<file path="src/rtl/mem_bus_arbiter.sv">
// Round-robin arbiter that shares one memory port between an instruction-fetch port and a
// data port. It checks address legality, enforces an acknowledge timeout and keeps a sticky
// bus-error flag.
module mem_bus_arbiter #(
    parameter logic [31:0] MEM_TOP = 32'h0000_FFFF,
    parameter int unsigned TIMEOUT = 16
) (
    input  logic        clk,
    input  logic        rst,
    input  logic        i_req,
    input  logic [31:0] i_addr,
    output logic        i_gnt,
    output logic        i_rvalid,
    output logic [31:0] i_rdata,
    input  logic        d_req,
    input  logic        d_we,
    input  logic [31:0] d_addr,
    input  logic [31:0] d_wdata,
    input  logic [3:0]  d_be,
    output logic        d_gnt,
    output logic        d_rvalid,
    output logic [31:0] d_rdata,
    output logic        m_req,
    output logic        m_we,
    output logic [31:0] m_addr,
    output logic [31:0] m_wdata,
    output logic [3:0]  m_be,
    input  logic        m_ack,
    input  logic [31:0] m_rdata,
    output logic        busErr,
    output logic [31:0] errAddr
);

    localparam logic [7:0] CntLast = 8'(TIMEOUT - 1);

    typedef enum logic [1:0] {StIdle, StBusy, StResp} state_e;

    state_e      state_q, state_d;
    logic [7:0]  cnt_q, cnt_d;
    logic        owner_q, owner_d;  // 1 = data port owns/served last
    logic        i_gnt_q, i_gnt_d, d_gnt_q, d_gnt_d;
    logic        i_rvalid_q, i_rvalid_d, d_rvalid_q, d_rvalid_d;
    logic [31:0] i_rdata_q, i_rdata_d, d_rdata_q, d_rdata_d;
    logic        m_req_q, m_req_d, m_we_q, m_we_d;
    logic [31:0] m_addr_q, m_addr_d, m_wdata_q, m_wdata_d;
    logic [3:0]  m_be_q, m_be_d;
    logic        bus_err_q, bus_err_d;
    logic [31:0] err_addr_q, err_addr_d;

    logic        pick_data;
    logic [31:0] gnt_addr;
    logic        gnt_illegal;
    logic        resp_en;
    logic [31:0] resp_data;
    logic        err_en;
    logic [31:0] err_at;

    always_comb begin
        state_d    = state_q;
        cnt_d      = cnt_q;
        owner_d    = owner_q;
        i_gnt_d    = 1'b0;
        d_gnt_d    = 1'b0;
        i_rvalid_d = 1'b0;
        d_rvalid_d = 1'b0;
        i_rdata_d  = i_rdata_q;
        d_rdata_d  = d_rdata_q;
        m_req_d    = m_req_q;
        m_we_d     = m_we_q;
        m_addr_d   = m_addr_q;
        m_wdata_d  = m_wdata_q;
        m_be_d     = m_be_q;
        bus_err_d  = bus_err_q;
        err_addr_d = err_addr_q;
        resp_en    = 1'b0;
        resp_data  = 32'h0;
        err_en     = 1'b0;
        err_at     = m_addr_q;

        // Data wins a tie unless it was served last.
        pick_data   = d_req && !(i_req && owner_q);
        gnt_addr    = pick_data ? d_addr : i_addr;
        gnt_illegal = (gnt_addr > MEM_TOP) || (gnt_addr[1:0] != 2'b00);

        unique case (state_q)
            StIdle: begin
                if (i_req || d_req) begin
                    owner_d   = pick_data;
                    i_gnt_d   = !pick_data;
                    d_gnt_d   = pick_data;
                    m_addr_d  = gnt_addr;
                    m_we_d    = pick_data && d_we;
                    m_wdata_d = pick_data ? d_wdata : 32'h0;
                    m_be_d    = pick_data ? d_be : 4'hF;
                    if (gnt_illegal) begin
                        state_d = StResp;
                        err_en  = 1'b1;
                        err_at  = gnt_addr;
                    end else begin
                        state_d = StBusy;
                        m_req_d = 1'b1;
                        cnt_d   = 8'h0;
                    end
                end
            end
            StBusy: begin
                cnt_d = cnt_q + 8'h1;
                if (m_ack) begin
                    m_req_d   = 1'b0;
                    resp_en   = 1'b1;
                    resp_data = m_rdata;
                    state_d   = StIdle;
                end else if (cnt_q == CntLast) begin
                    m_req_d = 1'b0;
                    resp_en = 1'b1;
                    err_en  = 1'b1;
                    state_d = StIdle;
                end
            end
            StResp: begin
                resp_en = 1'b1;
                state_d = StIdle;
            end
            default: state_d = StIdle;
        endcase

        if (resp_en) begin
            if (owner_q) begin
                d_rvalid_d = 1'b1;
                d_rdata_d  = resp_data;
            end else begin
                i_rvalid_d = 1'b1;
                i_rdata_d  = resp_data;
            end
        end

        // Only the first error address is retained until reset.
        if (err_en) begin
            bus_err_d = 1'b1;
            if (!bus_err_q) begin
                err_addr_d = err_at;
            end
        end
    end

    always_ff @(posedge clk) begin
        if (rst) begin
            state_q    <= StIdle;
            cnt_q      <= 8'h0;
            owner_q    <= 1'b0;
            i_gnt_q    <= 1'b0;
            d_gnt_q    <= 1'b0;
            i_rvalid_q <= 1'b0;
            d_rvalid_q <= 1'b0;
            i_rdata_q  <= 32'h0;
            d_rdata_q  <= 32'h0;
            m_req_q    <= 1'b0;
            m_we_q     <= 1'b0;
            m_addr_q   <= 32'h0;
            m_wdata_q  <= 32'h0;
            m_be_q     <= 4'h0;
            bus_err_q  <= 1'b0;
            err_addr_q <= 32'h0;
        end else begin
            state_q    <= state_d;
            cnt_q      <= cnt_d;
            owner_q    <= owner_d;
            i_gnt_q    <= i_gnt_d;
            d_gnt_q    <= d_gnt_d;
            i_rvalid_q <= i_rvalid_d;
            d_rvalid_q <= d_rvalid_d;
            i_rdata_q  <= i_rdata_d;
            d_rdata_q  <= d_rdata_d;
            m_req_q    <= m_req_d;
            m_we_q     <= m_we_d;
            m_addr_q   <= m_addr_d;
            m_wdata_q  <= m_wdata_d;
            m_be_q     <= m_be_d;
            bus_err_q  <= bus_err_d;
            err_addr_q <= err_addr_d;
        end
    end

    assign i_gnt    = i_gnt_q;
    assign d_gnt    = d_gnt_q;
    assign i_rvalid = i_rvalid_q;
    assign d_rvalid = d_rvalid_q;
    assign i_rdata  = i_rdata_q;
    assign d_rdata  = d_rdata_q;
    assign m_req    = m_req_q;
    assign m_we     = m_we_q;
    assign m_addr   = m_addr_q;
    assign m_wdata  = m_wdata_q;
    assign m_be     = m_be_q;
    assign busErr   = bus_err_q;
    assign errAddr  = err_addr_q;

endmodule

</file>
<file path="config.mk">
export PLATFORM = sky130hd
export DESIGN_NAME = mem_bus_arbiter
export DESIGN_NICKNAME = d
export VERILOG_FILES = /design/src/rtl/mem_bus_arbiter.sv
export SDC_FILE = /design/constraint.sdc
export NUM_CORES = 1
export LEC_CHECK = 0
export ABC_CLOCK_PERIOD_IN_PS = 2400
export CAP_MARGIN = 40
export CELL_PAD_IN_SITES_DETAIL_PLACEMENT = 1
export CELL_PAD_IN_SITES_GLOBAL_PLACEMENT = 2
export CORE_ASPECT_RATIO = 1.75
export CORE_MARGIN = 2
export CORE_UTILIZATION = 36
export CTS_CLUSTER_SIZE = 20
export DETAILED_ROUTE_END_ITERATION = 10
export DONT_BUFFER_PORTS = 1
export GPL_TIMING_DRIVEN = 0
export HOLD_SLACK_MARGIN = 0.03
export PLACE_DENSITY = 0.91
export SETUP_SLACK_MARGIN = 0.1
export SYNTH_ARGS = -nofsm -noshare
export SYNTH_HDL_FRONTEND = slang
export SYNTH_SLANG_ARGS = --single-unit
</file>
<file path="constraint.sdc">
create_clock -name clk -period 2.4 [get_ports clk]
set_input_delay 0.24 -clock clk [delete_from_list [all_inputs] [get_ports clk]]
set_output_delay 0.24 -clock clk [all_outputs]
set_load 0.005 [all_outputs]
</file>
==> flow_summary.toml <==
[route]
finalWirelength_um = 34400
vias = 8185
antenna_left = 0
avgRoutedWirePerCell_um = 24.8
routed_via_density = 5.89
drc = 0
initialDrtViolationCount = 492
drtPass1Iterations = 5

[finish]
antenna-diode-count = 0
drive_above_1_share_pct = 15.0
fin_area_um2 = 10400
final_cell_mix = "nand2_1, dfxtp_1, dlygate4sd3_1"
fin_nets = 1218
syn_to_final_growth_pct = 26.0
final_common_cell = "nand2_1"

[hold_path]
hold_path.class = "primary input to flop"
whs_path_depth = 2

[cts]
cts.clk_slew.worst_paths_ns = 0.07
cts_buffer_depth = 2
cts_made_buffers = 17
h-tree-depth = 4
cts.sink_count = 182
tritoncts = "built"
clk_latency_ns = 0.46
cts_root_buf = "clkbuf_16"

[yosys]
syn_nets = 1099
synth-main-ff-cell = "dfxtp_1"
synth_top_area_share_pct = 44.3
synthTopCellsByArea = "dfxtp_1, mux2i_1, nand2_1, a311oi_2, a22oi_1"
syn-cell-area_um2 = 8230
syn_inst = 957
ys_types = 49
synth_warnings = 0
ys_seq_area_share_pct = 44.3
avgSynthCellArea_um2 = 8.60
async_flop_share_pct = 0
ys_ff_latch = 182
synth_edf_count = 0
yosysTopAreaCell = "dfxtp_1"

[pwr]
p_leak_nw = 3.96
p_total_mw = 7.26
vdd_drop_max_mv = 0.507
powerDensity_nw_per_um2 = 700

[critical_path]
rr_worst_depth = 7
r2r_slack_ns = 0.18
startpoint_type = "flop"
cp-end-kind = "flop"
crit_arrival_ns = 2.58
worstSetupPathType = "flop to flop"
cp_max_fo = 10
cp.required_ns = 2.76

[die]
pin_count = 309
die_w_um = 118
rows = 73
die_h_um = 204
die_area_um2 = 24100
core-area_um2 = 22600
initial_utilization_pct = 36.5

[global_routing]
grt_pass1_wl_um = 51900
met3_usage_pct = 7.17
grt_max_degree = 18
grt_use_met2_pct = 52.0
antenna_found_initial = 0
top_usage_layer = "met2"
gr-total-overflow = 0
track_usage_pct = 27.8
grt_pass1_vias = 8863
grt_use_met1_pct = 27.9

[timing]
setup_viol_count_final = 0
hold_viol = 0
rsz0062_at_grt = "false"
fin_worst_skew_ns = 0.0115
min_period_over_period_pct = 92.5
totalNegativeSetupSlack_ns = 0
fin_crit_ns = 2.22
slew_headroom_pct = 49.8
tightest_slew_ns = 0.753
slew_violations = 0
max_clock_freq_mhz = 451

[place]
post_dp_cell_area_um2 = 8600
place_congestion = 0.837
portBuffers = 0
hpwl_um = 23900

[job]
drv_cap = 0

[run_status]
status = "completed"
## final timing paths
| path | start | to |
|---|---|---|
| min reg2reg | d_rdata[7]$_SDFFE_PP0P_ | d_rdata[7]$_SDFFE_PP0P_ |
| max | cnt_q[4]$_SDFFE_PP0P_ | errAddr[15]$_SDFFE_PP0P_ |
| min | d_req | m_req$_SDFFE_PP0P_ |
| max reg2reg | cnt_q[4]$_SDFFE_PP0P_ | errAddr[15]$_SDFFE_PP0P_ |
## sequential cells by signal (all words and copies together), names as in the netlist
signal,count
d_rdata,32
errAddr,32
i_rdata,32
m_addr,32
m_wdata,32
cnt_q,8
m_be,4
state_q,2
busErr,1
d_gnt,1
d_rvalid,1
i_gnt,1
i_rvalid,1
m_req,1
m_we,1
owner_q,1
## power by group
group | internal [mW] | switching [mW]
clock | 1.49 | 1.35
combinational | 0.454 | 0.604
sequential | 3.18 | 0.180
total | 5.12 | 2.13
## cell families (layout without fill, tap and decap cells)
group / Yosys count / after routing / share of synthesized area, %
AOI/OAI and AO/OA: 241 / 241 / 21.9
adders and majority gates: 4 / 4 / 0.608
buffers and inverters: 101 / 233 / 5.09
DFF: 182 / 182 / 44.3
muxes: 69 / 69 / 8.39
and+or+nand+nor: 360 / 360 / 19.7
## worst max-delay path, stage by stage (launching register included)
cell and delay, ns:
dfxtp_1 0.37, or4_1 0.59, nor4_4 0.31, buf_4 0.18
clkbuf_2 0.22, or2_2 0.14, a31oi_1 0.04, a311oi_2 0.27
## cell usage after synthesis, drive strengths merged (2+ instances only)
| master | number |
|---|---|
| nor3 | 6 |
| o221a | 5 |
| buf | 25 |
| or2 | 29 |
| o21ai | 31 |
| nor2 | 68 |
| nand4 | 4 |
| nand2 | 183 |
| and3 | 5 |
| a221oi | 14 |
| nor2b | 2 |
| a311oi | 43 |
| nand2b | 7 |
| or3 | 2 |
| nor4 | 10 |
| mux2i | 69 |
| ha | 4 |
| a21boi | 4 |
| nand3 | 37 |
| a32o | 4 |
| dfxtp | 182 |
| clkbuf | 66 |
| or4 | 2 |
| and2 | 3 |
| inv | 10 |
| a211oi | 3 |
| a22oi | 37 |
| a21oi | 46 |
| a31oi | 43 |
| o21a | 3 |
## routing by layer
layer	up-vias	share of wire (%)
li1	3678	-
met1	4028	35
met2	387	54
met3	92	6.7
met4	0	3.9
met5	-	0
## cell type report
cell class,instances,area [um^2]
clock buffers,19,443
inverters,10,37.5
fillers,2642,12200
plain buffers,90,454
repair buffers,101,1000
clock inverters,13,140
well taps,300,375
multi-input cells,674,4270
flip-flops and latches,182,3640
## per-stage QoR
stage	setup WS, ns	instances	hold WS (ns)	util [%]
after floorplan	0.250	957	0.388	-
after global placement	-0.659	1257	0.392	38.1
after detailed placement	-0.728	1257	0.400	38.1
after CTS	0.0293	1386	0.0562	45.3
after global routing	0.0683	1389	0.0953	46.0
final	0.181	1389	0.0794	46.0
## repair_timing
| action | 4_1_cts | 5_1_grt |
|---|---|---|
| setup buffers | 0 | 3 |
| hold endpoints to repair | 116 | 0 |
| resized for setup | 23 | 66 |
| pin swaps | 0 | 1 |
| setup endpoints to repair | 152 | 138 |
| hold buffers | 98 | 0 |
| gates cloned | 0 | 0 |
Power figures use the tool's default switching activity.
